`src/rtl/scv_pkg.sv`:
```
// scv_pkg: shared constants and types for the Super Cassette Vision timing core.
//   - Default raster geometry (pixels per line, lines per frame, sync windows).
//   - Default pixel clock divider.
//   - cp_phase_t: the four uPD7800 clock phases, in sequence order.
package scv_pkg;

    localparam int SCV_CNT_W    = 9;

    localparam int SCV_PIX_DIV  = 2;
    localparam int SCV_H_TOTAL  = 260;
    localparam int SCV_H_ACTIVE = 192;
    localparam int SCV_HS_START = 216;
    localparam int SCV_HS_END   = 236;
    localparam int SCV_V_TOTAL  = 263;
    localparam int SCV_V_ACTIVE = 222;
    localparam int SCV_VS_START = 240;
    localparam int SCV_VS_END   = 243;

    // Encoding equals the strobe index: CP1P->bit0 ... CP2N->bit3.
    typedef enum logic [1:0] {
        CP1P = 2'd0,
        CP1N = 2'd1,
        CP2P = 2'd2,
        CP2N = 2'd3
    } cp_phase_t;

endpackage

```
`src/rtl/scv_cpclk.sv`:
```
// scv_cpclk: uPD7800 phase sequencer.
//   CLK          in  system clock
//   RESETB       in  asynchronous active-low reset
//   CP_HOLD      in  freeze the phase sequence (no strobes while high)
//   CP1_POSEDGE, CP1_NEGEDGE, CP2_POSEDGE, CP2_NEGEDGE
//                out one-cycle registered phase strobes
module scv_cpclk
    import scv_pkg::*;
(
    input  logic CLK,
    input  logic RESETB,
    input  logic CP_HOLD,
    output logic CP1_POSEDGE,
    output logic CP1_NEGEDGE,
    output logic CP2_POSEDGE,
    output logic CP2_NEGEDGE
);

    cp_phase_t  ph_reg, ph_next;
    logic [3:0] strobe_reg, strobe_next;

    always_ff @(posedge CLK or negedge RESETB) begin
        if (!RESETB) begin
            ph_reg     <= CP1P;
            strobe_reg <= 4'b0000;
        end else begin
            ph_reg     <= ph_next;
            strobe_reg <= strobe_next;
        end
    end

    // The strobe emitted is the decode of the phase before it advances, so
    // a held phase is replayed as the first strobe after release.
    always_comb begin
        ph_next     = ph_reg;
        strobe_next = 4'b0000;
        if (!CP_HOLD) begin
            unique case (ph_reg)
                CP1P: begin strobe_next = 4'b0001; ph_next = CP1N; end
                CP1N: begin strobe_next = 4'b0010; ph_next = CP2P; end
                CP2P: begin strobe_next = 4'b0100; ph_next = CP2N; end
                CP2N: begin strobe_next = 4'b1000; ph_next = CP1P; end
                default: begin strobe_next = 4'b0000; ph_next = CP1P; end
            endcase
        end
    end

    assign CP1_POSEDGE = strobe_reg[0];
    assign CP1_NEGEDGE = strobe_reg[1];
    assign CP2_POSEDGE = strobe_reg[2];
    assign CP2_NEGEDGE = strobe_reg[3];

endmodule

```
`src/rtl/scv_timing.sv`:
```
// scv_timing: master timing generator (CPU phase strobes + video raster).
//   CLK, RESETB        in  system clock, asynchronous active-low reset
//   CP_HOLD            in  stall the CPU phase sequence
//   CPx_POSEDGE/NEGEDGE out one-cycle phase strobes to upd7800
//   PIX_CE             out pixel clock enable (registered, one CLK wide)
//   HCNT, VCNT         out current pixel / line
//   HBLANK, VBLANK, HSYNC, VSYNC out registered raster decodes
//   FRAME_START        out pulse on the PIX_CE showing HCNT=0, VCNT=0
//   INT2               out vertical-blank interrupt level (= VBLANK)
module scv_timing
    import scv_pkg::*;
#(
    parameter int PIX_DIV  = SCV_PIX_DIV,
    parameter int H_TOTAL  = SCV_H_TOTAL,
    parameter int H_ACTIVE = SCV_H_ACTIVE,
    parameter int HS_START = SCV_HS_START,
    parameter int HS_END   = SCV_HS_END,
    parameter int V_TOTAL  = SCV_V_TOTAL,
    parameter int V_ACTIVE = SCV_V_ACTIVE,
    parameter int VS_START = SCV_VS_START,
    parameter int VS_END   = SCV_VS_END
) (
    input  logic       CLK,
    input  logic       RESETB,
    input  logic       CP_HOLD,
    output logic       CP1_POSEDGE,
    output logic       CP1_NEGEDGE,
    output logic       CP2_POSEDGE,
    output logic       CP2_NEGEDGE,
    output logic       PIX_CE,
    output logic [8:0] HCNT,
    output logic [8:0] VCNT,
    output logic       HBLANK,
    output logic       VBLANK,
    output logic       HSYNC,
    output logic       VSYNC,
    output logic       FRAME_START,
    output logic       INT2
);

    generate
        if (PIX_DIV < 1 || PIX_DIV >= 512 || H_TOTAL < 1 || H_TOTAL >= 512 ||
            H_ACTIVE >= 512 || HS_START >= 512 || HS_END >= 512 ||
            V_TOTAL < 1 || V_TOTAL >= 512 || V_ACTIVE >= 512 ||
            VS_START >= 512 || VS_END >= 512) begin : g_param_err
            $error("scv_timing: parameters must fit 9-bit unsigned counters");
        end
    endgenerate

    localparam logic [8:0] DIV_LAST = 9'(PIX_DIV - 1);
    localparam logic [8:0] H_LAST   = 9'(H_TOTAL - 1);
    localparam logic [8:0] V_LAST   = 9'(V_TOTAL - 1);
    localparam logic [8:0] H_ACT    = 9'(H_ACTIVE);
    localparam logic [8:0] V_ACT    = 9'(V_ACTIVE);
    localparam logic [8:0] HS_S     = 9'(HS_START);
    localparam logic [8:0] HS_E     = 9'(HS_END);
    localparam logic [8:0] VS_S     = 9'(VS_START);
    localparam logic [8:0] VS_E     = 9'(VS_END);

    scv_cpclk u_cpclk (
        .CLK         (CLK),
        .RESETB      (RESETB),
        .CP_HOLD     (CP_HOLD),
        .CP1_POSEDGE (CP1_POSEDGE),
        .CP1_NEGEDGE (CP1_NEGEDGE),
        .CP2_POSEDGE (CP2_POSEDGE),
        .CP2_NEGEDGE (CP2_NEGEDGE)
    );

    logic [8:0] div_reg, div_next;
    logic [8:0] hcnt_reg, hcnt_next;
    logic [8:0] vcnt_reg, vcnt_next;
    logic       pix_ce_reg;
    logic       hblank_reg, vblank_reg, hsync_reg, vsync_reg;
    logic       frame_start_reg;

    always_comb begin
        div_next  = (div_reg == DIV_LAST) ? 9'd0 : div_reg + 9'd1;
        hcnt_next = hcnt_reg;
        vcnt_next = vcnt_reg;
        if (pix_ce_reg) begin
            if (hcnt_reg == H_LAST) begin
                hcnt_next = 9'd0;
                vcnt_next = (vcnt_reg == V_LAST) ? 9'd0 : vcnt_reg + 9'd1;
            end else begin
                hcnt_next = hcnt_reg + 9'd1;
            end
        end
    end

    // PIX_CE is registered so it is 0 throughout reset even when PIX_DIV=1;
    // the first enable therefore lands PIX_DIV edges after release. Decodes
    // are taken from the next counter values so they flip on the same edge
    // as the counters they describe.
    always_ff @(posedge CLK or negedge RESETB) begin
        if (!RESETB) begin
            div_reg         <= 9'd0;
            pix_ce_reg      <= 1'b0;
            hcnt_reg        <= 9'd0;
            vcnt_reg        <= 9'd0;
            hblank_reg      <= 1'b0;
            vblank_reg      <= 1'b0;
            hsync_reg       <= 1'b0;
            vsync_reg       <= 1'b0;
            frame_start_reg <= 1'b0;
        end else begin
            div_reg         <= div_next;
            pix_ce_reg      <= (div_reg == DIV_LAST);
            hcnt_reg        <= hcnt_next;
            vcnt_reg        <= vcnt_next;
            hblank_reg      <= (hcnt_next >= H_ACT);
            vblank_reg      <= (vcnt_next >= V_ACT);
            hsync_reg       <= (hcnt_next >= HS_S) && (hcnt_next < HS_E);
            vsync_reg       <= (vcnt_next >= VS_S) && (vcnt_next < VS_E);
            frame_start_reg <= (div_reg == DIV_LAST) &&
                               (hcnt_next == 9'd0) && (vcnt_next == 9'd0);
        end
    end

    assign PIX_CE      = pix_ce_reg;
    assign HCNT        = hcnt_reg;
    assign VCNT        = vcnt_reg;
    assign HBLANK      = hblank_reg;
    assign VBLANK      = vblank_reg;
    assign HSYNC       = hsync_reg;
    assign VSYNC       = vsync_reg;
    assign FRAME_START = frame_start_reg;
    assign INT2        = vblank_reg;

endmodule

```
`config.mk`:
```
export PLATFORM = sky130hd
export DESIGN_NAME = scv_timing
export DESIGN_NICKNAME = d
export VERILOG_FILES = /design/src/rtl/scv_pkg.sv /design/src/rtl/scv_cpclk.sv /design/src/rtl/scv_timing.sv
export SDC_FILE = /design/constraint.sdc
export NUM_CORES = 1
export LEC_CHECK = 0
export ABC_AREA = 0
export CAP_MARGIN = 20
export CORE_ASPECT_RATIO = 1.25
export CORE_MARGIN = 5
export CORE_UTILIZATION = 34
export CTS_BUF_LIST = sky130_fd_sc_hd__clkbuf_8
export CTS_CLUSTER_DIAMETER = 30
export DETAILED_ROUTE_END_ITERATION = 6
export GPL_TIMING_DRIVEN = 1
export PLACE_DENSITY_LB_ADDON = 0.2
export RECOVER_POWER = 50
export REMOVE_ABC_BUFFERS = 1
export SYNTH_ARGS = -nofsm -noshare
export SYNTH_HDL_FRONTEND = slang
export SYNTH_SLANG_ARGS = --single-unit
export TNS_END_PERCENT = 30
```
`constraint.sdc`:
```
create_clock -name CLK -period 2.45 [get_ports CLK]
set_input_delay 0.735 -clock CLK [delete_from_list [all_inputs] [get_ports CLK]]
set_output_delay 0.735 -clock CLK [all_outputs]
set_load 0.005 [all_outputs]
```
==> results of run 1 <==
layout make-up:
type	count	area [µm²]	share of cell area (%)
clock buffer	5	68.82	2.638
clock inverter	3	63.81	2.446
multi-input combinational	137	960.9	36.83
tap	66	82.58	3.165
timing repair buffer	43	392.9	15.06
sequential	39	975.9	37.41
inverter	17	63.81	2.446
cells in the final DEF (no fill, tap or decap), types with 9 or more instances in the layout:
cell / netlist / routed
nand2_1: 12 / 12
buf_4: 1 / 11
nand3_1: 9 / 9
xnor2_1: 17 / 17
clkdlybuf4s50_1: 0 / 29
nand4_1: 9 / 9
ha_1: 9 / 9
nor2_1: 12 / 12
inv_1: 17 / 18
dfrtp_1: 39 / 39
nor3_1: 11 / 10
cells in the mapped netlist, types with 2 or more instances:
cell type  number  area share [%]
dfrtp_1        39              48
inv_1          17             3.1
xnor2_1        17             7.3
nand2_1        12             2.2
nor2_1         12             2.2
nor3_1         11             2.7
ha_1            9             5.6
nand3_1         9             2.2
nand4_1         9             2.8
nor2b_1         5             1.5
o21ai_0         5             1.2
a21oi_1         4            0.99
clkbuf_1        4            0.74
xor2_1          4             1.7
a31oi_1         3            0.93
and3_1          3            0.93
and4_1          3             1.3
nor4_1          3            0.93
a211oi_1        2            0.74
and2_1          2            0.62
and3b_1         2            0.86
buf_2           2            0.49
mux2_2          2             1.1
o211ai_1        2            0.74
o21ai_1         2            0.49
or3_1           2            0.62
metrics by stage:
| stage | worst slack (ns) | power [mW] | utilization, % |
|---|---|---|---|
| after floorplan | 0.2570 | 0.7742 | - |
| after global placement | 0.1339 | 0.8416 | 42.26 |
| after detailed placement | 0.1415 | 0.8407 | 42.26 |
| after CTS | 0.1036 | 1.473 | 44.54 |
| after global routing | 0.07132 | 1.528 | 44.84 |
| final | 0.2953 | 1.445 | 44.84 |
timing repair:
| action | in CTS | in global routing |
|---|---|---|
| setup buffers | 0 | 2 |
| gates resized for setup | 0 | 1 |
| endpoints found under the setup margin | 0 | 2 |
power breakdown:
part | internal [mW] | switching [mW] | leakage [nW]
Sequential | 0.678 | 0.0208 | 0.524
Combinational | 0.0704 | 0.0543 | 0.567
Clock | 0.403 | 0.219 | 0.0695
kinds of logic (layout without fill, tap and decap cells):
logic type	count (synthesis)	after routing
fa+ha+maj	9	9
xor+xnor	21	21
mux	2	2
simple gates	80	80
compound gates	25	25
buf+inv	24	68
flops	39	39
worst max-delay path by stage:
stage	to	slack, ns	depth (start not counted)
6_report	FRAME_START	0.30	7
5_1_grt	VSYNC	0.07	9
4_1_cts	FRAME_START	0.10	6
3_5_place_dp	VSYNC	0.14	6
3_3_place_gp	FRAME_START	0.13	6
2_1_floorplan	VSYNC	0.26	8
per-layer routing:
metal / vias to the layer above / share of wire (%)
li1: 790 / -
met1: 770 / 42
met2: 43 / 50
met3: 8 / 5.3
met4: 0 / 2.3
met5: - / 0
critical path, stage by stage (launching register included):
cell     delay [ns]
dfrtp_1        0.45
or4b_4         0.57
nor4_4         0.16
buf_4          0.19
o21ai_1        0.10
a21oi_2        0.20
nand4_1        0.13
nor4_2         0.26
==> metrics.yaml, run 1 <==
outcome:
  status: "finished, final reports clean"
synthesis:
  syn_area_um2: 2028
  synth_warnings: 0
  synth_fa_ha_area_share_pct: 5.552
  syn_inst: 200
  async_reset_ff_share_pct: 100.0
  synthSimpleGateAreaFrac_pct: 23.07
  ys_seq_elements: 39
  ys_types: 41
  ys_seq_area_share_pct: 48.12
  synthMuxAreaShare_pct: 1.110
  synth_top_family_by_area: "simple AND/OR/NAND/NOR gates"
  synth-edff-count: 0
  synth_xor_area_share_pct: 9.068
  ys.flop_type: "dfrtp_1"
  synth_area_per_cell_um2: 10.14
  synth_compound_area_share_pct: 8.328
floorplanning:
  fp.dieArea_um2: 7619
  ios: 32
  coreArea_um2: 5818
  chipHeight_um: 96.35
  rows: 31
  die_x_um: 79.08
  start_util_pct: 34.86
power:
  p_leak_nw: 1.160
  power.density_nw_per_um2: 553.9
  ir_worst_vdd_mv: 0.4527
timing:
  max-slew-margin-rel_pct: 36.22
  slew_viol_final: 0
  period_share_pct: 87.95
  hold_ws_ns: 0.4853
  setup_violations: 0
  fin_tns_setup_ns: 0
  period_needed_ns: 2.155
  grt_setup_unrepaired: "false"
  worst_slew_pin_slew_ns: 0.9567
  clock.fmax_mhz: 464.1
  fin_worst_skew_ns: 0.01056
  finalHoldViolCount: 0
placed_design:
  portBuffers: 31
  dp_hpwl_um: 3290
  place_congestion: 0.8253
  placed_cell_area_um2: 2459
  dp.cells: 300
grt:
  grt_pass1_vias: 1573
  grt_overflow: 0
  busiest_layer: "met2"
  use_met3_pct: 3.558
  antenna_found_initial: 0
  met1_usage_pct: 16.04
  grt_use_met2_pct: 22.05
  grt_max_degree: 40
  grt_pass1_wl_um: 7762
  grt_use_total_pct: 13.30
clock_network:
  path_clk_slew_ns: 0.08
  cts_tree: "yes"
  cts_hold_buf: 0
  numCtsBuffers: 5
  cts.sink_count: 39
  h-tree-depth: 2
  root_buffer: "clkbuf_8"
  clockBufferDepth: 2
  insertion_delay_ns: 0.29
worst_setup_path:
  reg2reg_depth: 7
  startpoint: "VCNT[5]"
  crit_arrival_ns: 2.35
  path_max_fanout: 7
  r2r_slack_ns: 0.30
  crit_required_ns: 2.65
  criticalPathCategory: "reg2reg"
  worst_setup_path_start_kind: "flip-flop"
  cp-end-kind: "flip-flop"
  worstReg2RegStart: "VCNT[5]"
  r2r_end: "FRAME_START"
cells_and_area:
  antenna_cells: 0
  nFillCells: 582
  nets: 255
  drive_above_1_share_pct: 11.48
  final_area_um2: 2609
  fin_cells: 310
  area_delta_synth_final_pct: 28.62
route:
  first_pass_iters: 5
  vias: 1611
  route.detailed.drc: 0
  route.detailed.wl_per_inst_um: 14.30
  wl_um: 4433
  ant_nets: 0
  drt_iter0_drc: 110
  via_per_inst: 5.197
hold_path:
  holdPathEnd: "div_reg[8]"
  whs_path_depth: 1
  hold_path_startpoint: "div_reg[8]"
  hold_path.class: "reg2reg"
job:
  maxCapViolCount: 0
Note: power is estimated with default switching activity, not from simulation.
==> run 2, diff against run 1 <==
- CTS_CLUSTER_DIAMETER: 30 -> 80
- HOLD_SLACK_MARGIN: default -> 0.06
- clock period: 2.45 -> 2.1 ns (I/O delays scaled with it)
==> metrics.yaml, run 2 (same netlist as run 1, synthesis figures left out) <==
outcome:
  status: "finished, final reports clean"
cells_and_area:
  nets: 284  # +11%
  multi_input_area_um2: 1030  # +7.2%
  drive_above_1_share_pct: 24.91  # +13 points
  postLayoutCoreUtil_pct: 49.51  # +4.7 points
  fin_cells: 339  # +9.4%
  area_delta_synth_final_pct: 42.01
  final_area_um2: 2880  # +10%
  register_area_um2: 975.9  # unchanged
  nFillCells: 568  # -2.4%
  final_common_cell: "dfrtp_1"
  antenna_cells: 0  # unchanged
  final_cell_mix: "39 x dfrtp_1, 34 x buf_4, 29 x clkdlybuf4s50_1"
timing:
  finalHoldViolCount: 0  # unchanged
  grt_setup_unrepaired: "true"
  setup_slack_ns: 0.09121  # -0.2041 ns
  period_needed_ns: 2.009
  hold_ws_ns: 0.4750  # -0.01028 ns
  clock.fmax_mhz: 497.8
  fin_tns_setup_ns: 0  # unchanged
  max-slew-margin-rel_pct: 36.84  # +0.62 points
  worst_slew_pin_slew_ns: 0.9474  # -0.009315 ns
  setup_violations: 0  # unchanged
  period_share_pct: 95.66
  fin_worst_skew_ns: 0.007375  # -0.003187 ns
  slew_viol_final: 0  # unchanged
worst_setup_path:
  cp-end-kind: "output port"
  path_max_fanout: 4  # -3
  crit_path_frequent_cell: "buf_4"
  reg2reg_depth: 9  # +2
  slowest_stage: "clkdlybuf4s50_1"
  crit_chain: "buf_4 > buf_4 > clkdlybuf4s50_1"
  r2r_end: "FRAME_START"
  worstReg2RegStart: "HCNT[0]"
  cp_top_family: "buffers and inverters"
  crit_arrival_ns: 1.38  # -0.97 ns
  crit_required_ns: 1.47  # -1.18 ns
  cp_num_buf_inv: 3  # +2
  worst_setup_path_start_kind: "flip-flop"
  worst-path-stages: 3  # -4
  cp_slowest_stage_delay_ns: 0.44  # -0.13 ns
  r2r_slack_ns: 0.10  # -0.20 ns
  criticalPathCategory: "reg2out"
clock_network:
  root_buffer: "clkbuf_8"
  cts_tree: "yes"
  insertion_delay_ns: 0.29  # about the same
  numCtsBuffers: 5  # unchanged
  clockBufferDepth: 2  # unchanged
  h-tree-depth: 2  # unchanged
  cts_hold_buf: 0  # unchanged
  cts.sink_count: 39  # unchanged
  path_clk_slew_ns: 0.08  # about the same
grt:
  grt_use_total_pct: 13.32  # +0.017 points
  grt_pass1_vias: 1718  # +9.2%
  grt_overflow: 0  # unchanged
  grt_max_degree: 40  # unchanged
  antenna_found_initial: 0  # unchanged
  grt_pass1_wl_um: 7900  # +1.8%
power:
  p_clk_share_pct: 40.0  # -3.0 points
  internal-power_mw: 1.257  # +9.2%
  seq_power_share_pct: 50.8  # +2.5 points
  p_comb_share_pct: 9.2  # +0.6 points
  ir_worst_vdd_mv: 0.4986  # +10%
  power.density_nw_per_um2: 555.7  # +0.33%
  switching_power_uw: 343.7  # +17%
  power.share.switching_pct: 21.47  # +1.1 points
  power.total_mw: 1.601  # +11%
  p_leak_nw: 1.313  # +13%
hold_path:
  holdPathEnd: "div_reg[8]"
  whs_path_depth: 1  # unchanged
  hold_path.class: "reg2reg"
  hold_path_startpoint: "div_reg[8]"
route:
  route.detailed.wl_per_inst_um: 14.13  # -1.2%
  ant_nets: 0  # unchanged
  route.detailed.drc: 0  # unchanged
  first_pass_iters: 4  # -1
  via_per_inst: 5.127  # -1.3%
  wl_um: 4790  # +8.1%
  vias: 1738  # +7.9%
  drt_iter0_drc: 78  # -29%
placed_design:
  portBuffers: 31  # unchanged
  dp_hpwl_um: 3676  # +12%
  dp.cells: 328  # +9.3%
  dp_slack_ns: -0.03922  # -0.1807 ns
  placed_cell_area_um2: 2681  # +9.1%
  place_congestion: 0.8337  # +1.0%
floorplanning:
  coreArea_um2: 5818  # unchanged
  start_util_pct: 34.86  # unchanged
  die_x_um: 79.08  # unchanged
  ios: 32  # unchanged
  fp.dieArea_um2: 7619  # unchanged
  chipHeight_um: 96.35  # unchanged
  rows: 31  # unchanged
job:
  maxCapViolCount: 0  # unchanged
## run 2: cell count changes in the layout (fill, tap and decap cells not counted), moves of 2 or more
cell	previous run	this run
xnor2_2	0	2
nor2_1	12	10
xnor2_1	17	15
nor3_4	0	2
clkbuf_1	0	3
buf_4	11	34
buf_6	0	3
nor3_1	10	7
nor2_2	0	2
## run 2: worst max path at each step
| stage | slack (ns) | end | from |
|---|---|---|---|
| after floorplan | -0.09 | VSYNC | HCNT[0] |
| after global placement | -0.02 | VSYNC | VCNT[5] |
| after detailed placement | -0.04 | VSYNC | VCNT[5] |
| after CTS | 0.003 | VSYNC | HCNT[3] |
| after global routing | -0.07 | VSYNC | HCNT[3] |
| final | 0.09 | VCNT[5] | VCNT[5] |
## run 2: area by class of cell
| cell class | instances | share of cell area (%) |
|---|---|---|
| tap | 66 | 2.867 |
| timing repair buffer | 72 | 21.20 |
| inverter | 17 | 2.215 |
| clock buffer | 6 | 2.867 |
| clock inverter | 2 | 1.216 |
| multi-input combinational | 137 | 35.75 |
| sequential | 39 | 33.88 |
## run 2: layer usage
layer	up-vias	track usage, %	wire length, µm
li1	847	-	-
met1	855	15.39	1979
met2	32	24.72	2608
met3	4	2.715	158
met4	0	3.868	43
met5	-	0	0
## run 2: worst reg2reg max path: stages, from the launching register on
cell and delay (ns):
dfrtp_1 0.38, ha_1 0.20, clkbuf_1 0.12, nand2_1 0.11, buf_4 0.13, nor2_1 0.04, xnor2_1 0.33, and3_1 0.22
nand3_1 0.10, nor4_2 0.28
## run 2: power by group through the flow
stage               clock network, mW  logic [mW]  registers, mW
floorplan                           0      0.0755          0.828
global placement                    0       0.154          0.829
detailed placement                  0       0.156          0.828
CTS                             0.664       0.157          0.814
global route                    0.690       0.177          0.821
finish                          0.640       0.148          0.813
## run 2: what timing repair did
action | CTS | global route
setup buffers | 3 | 0
gates resized for setup | 2 | 18
setup endpoints to repair | 3 | 4
pin swaps | 5 | 4
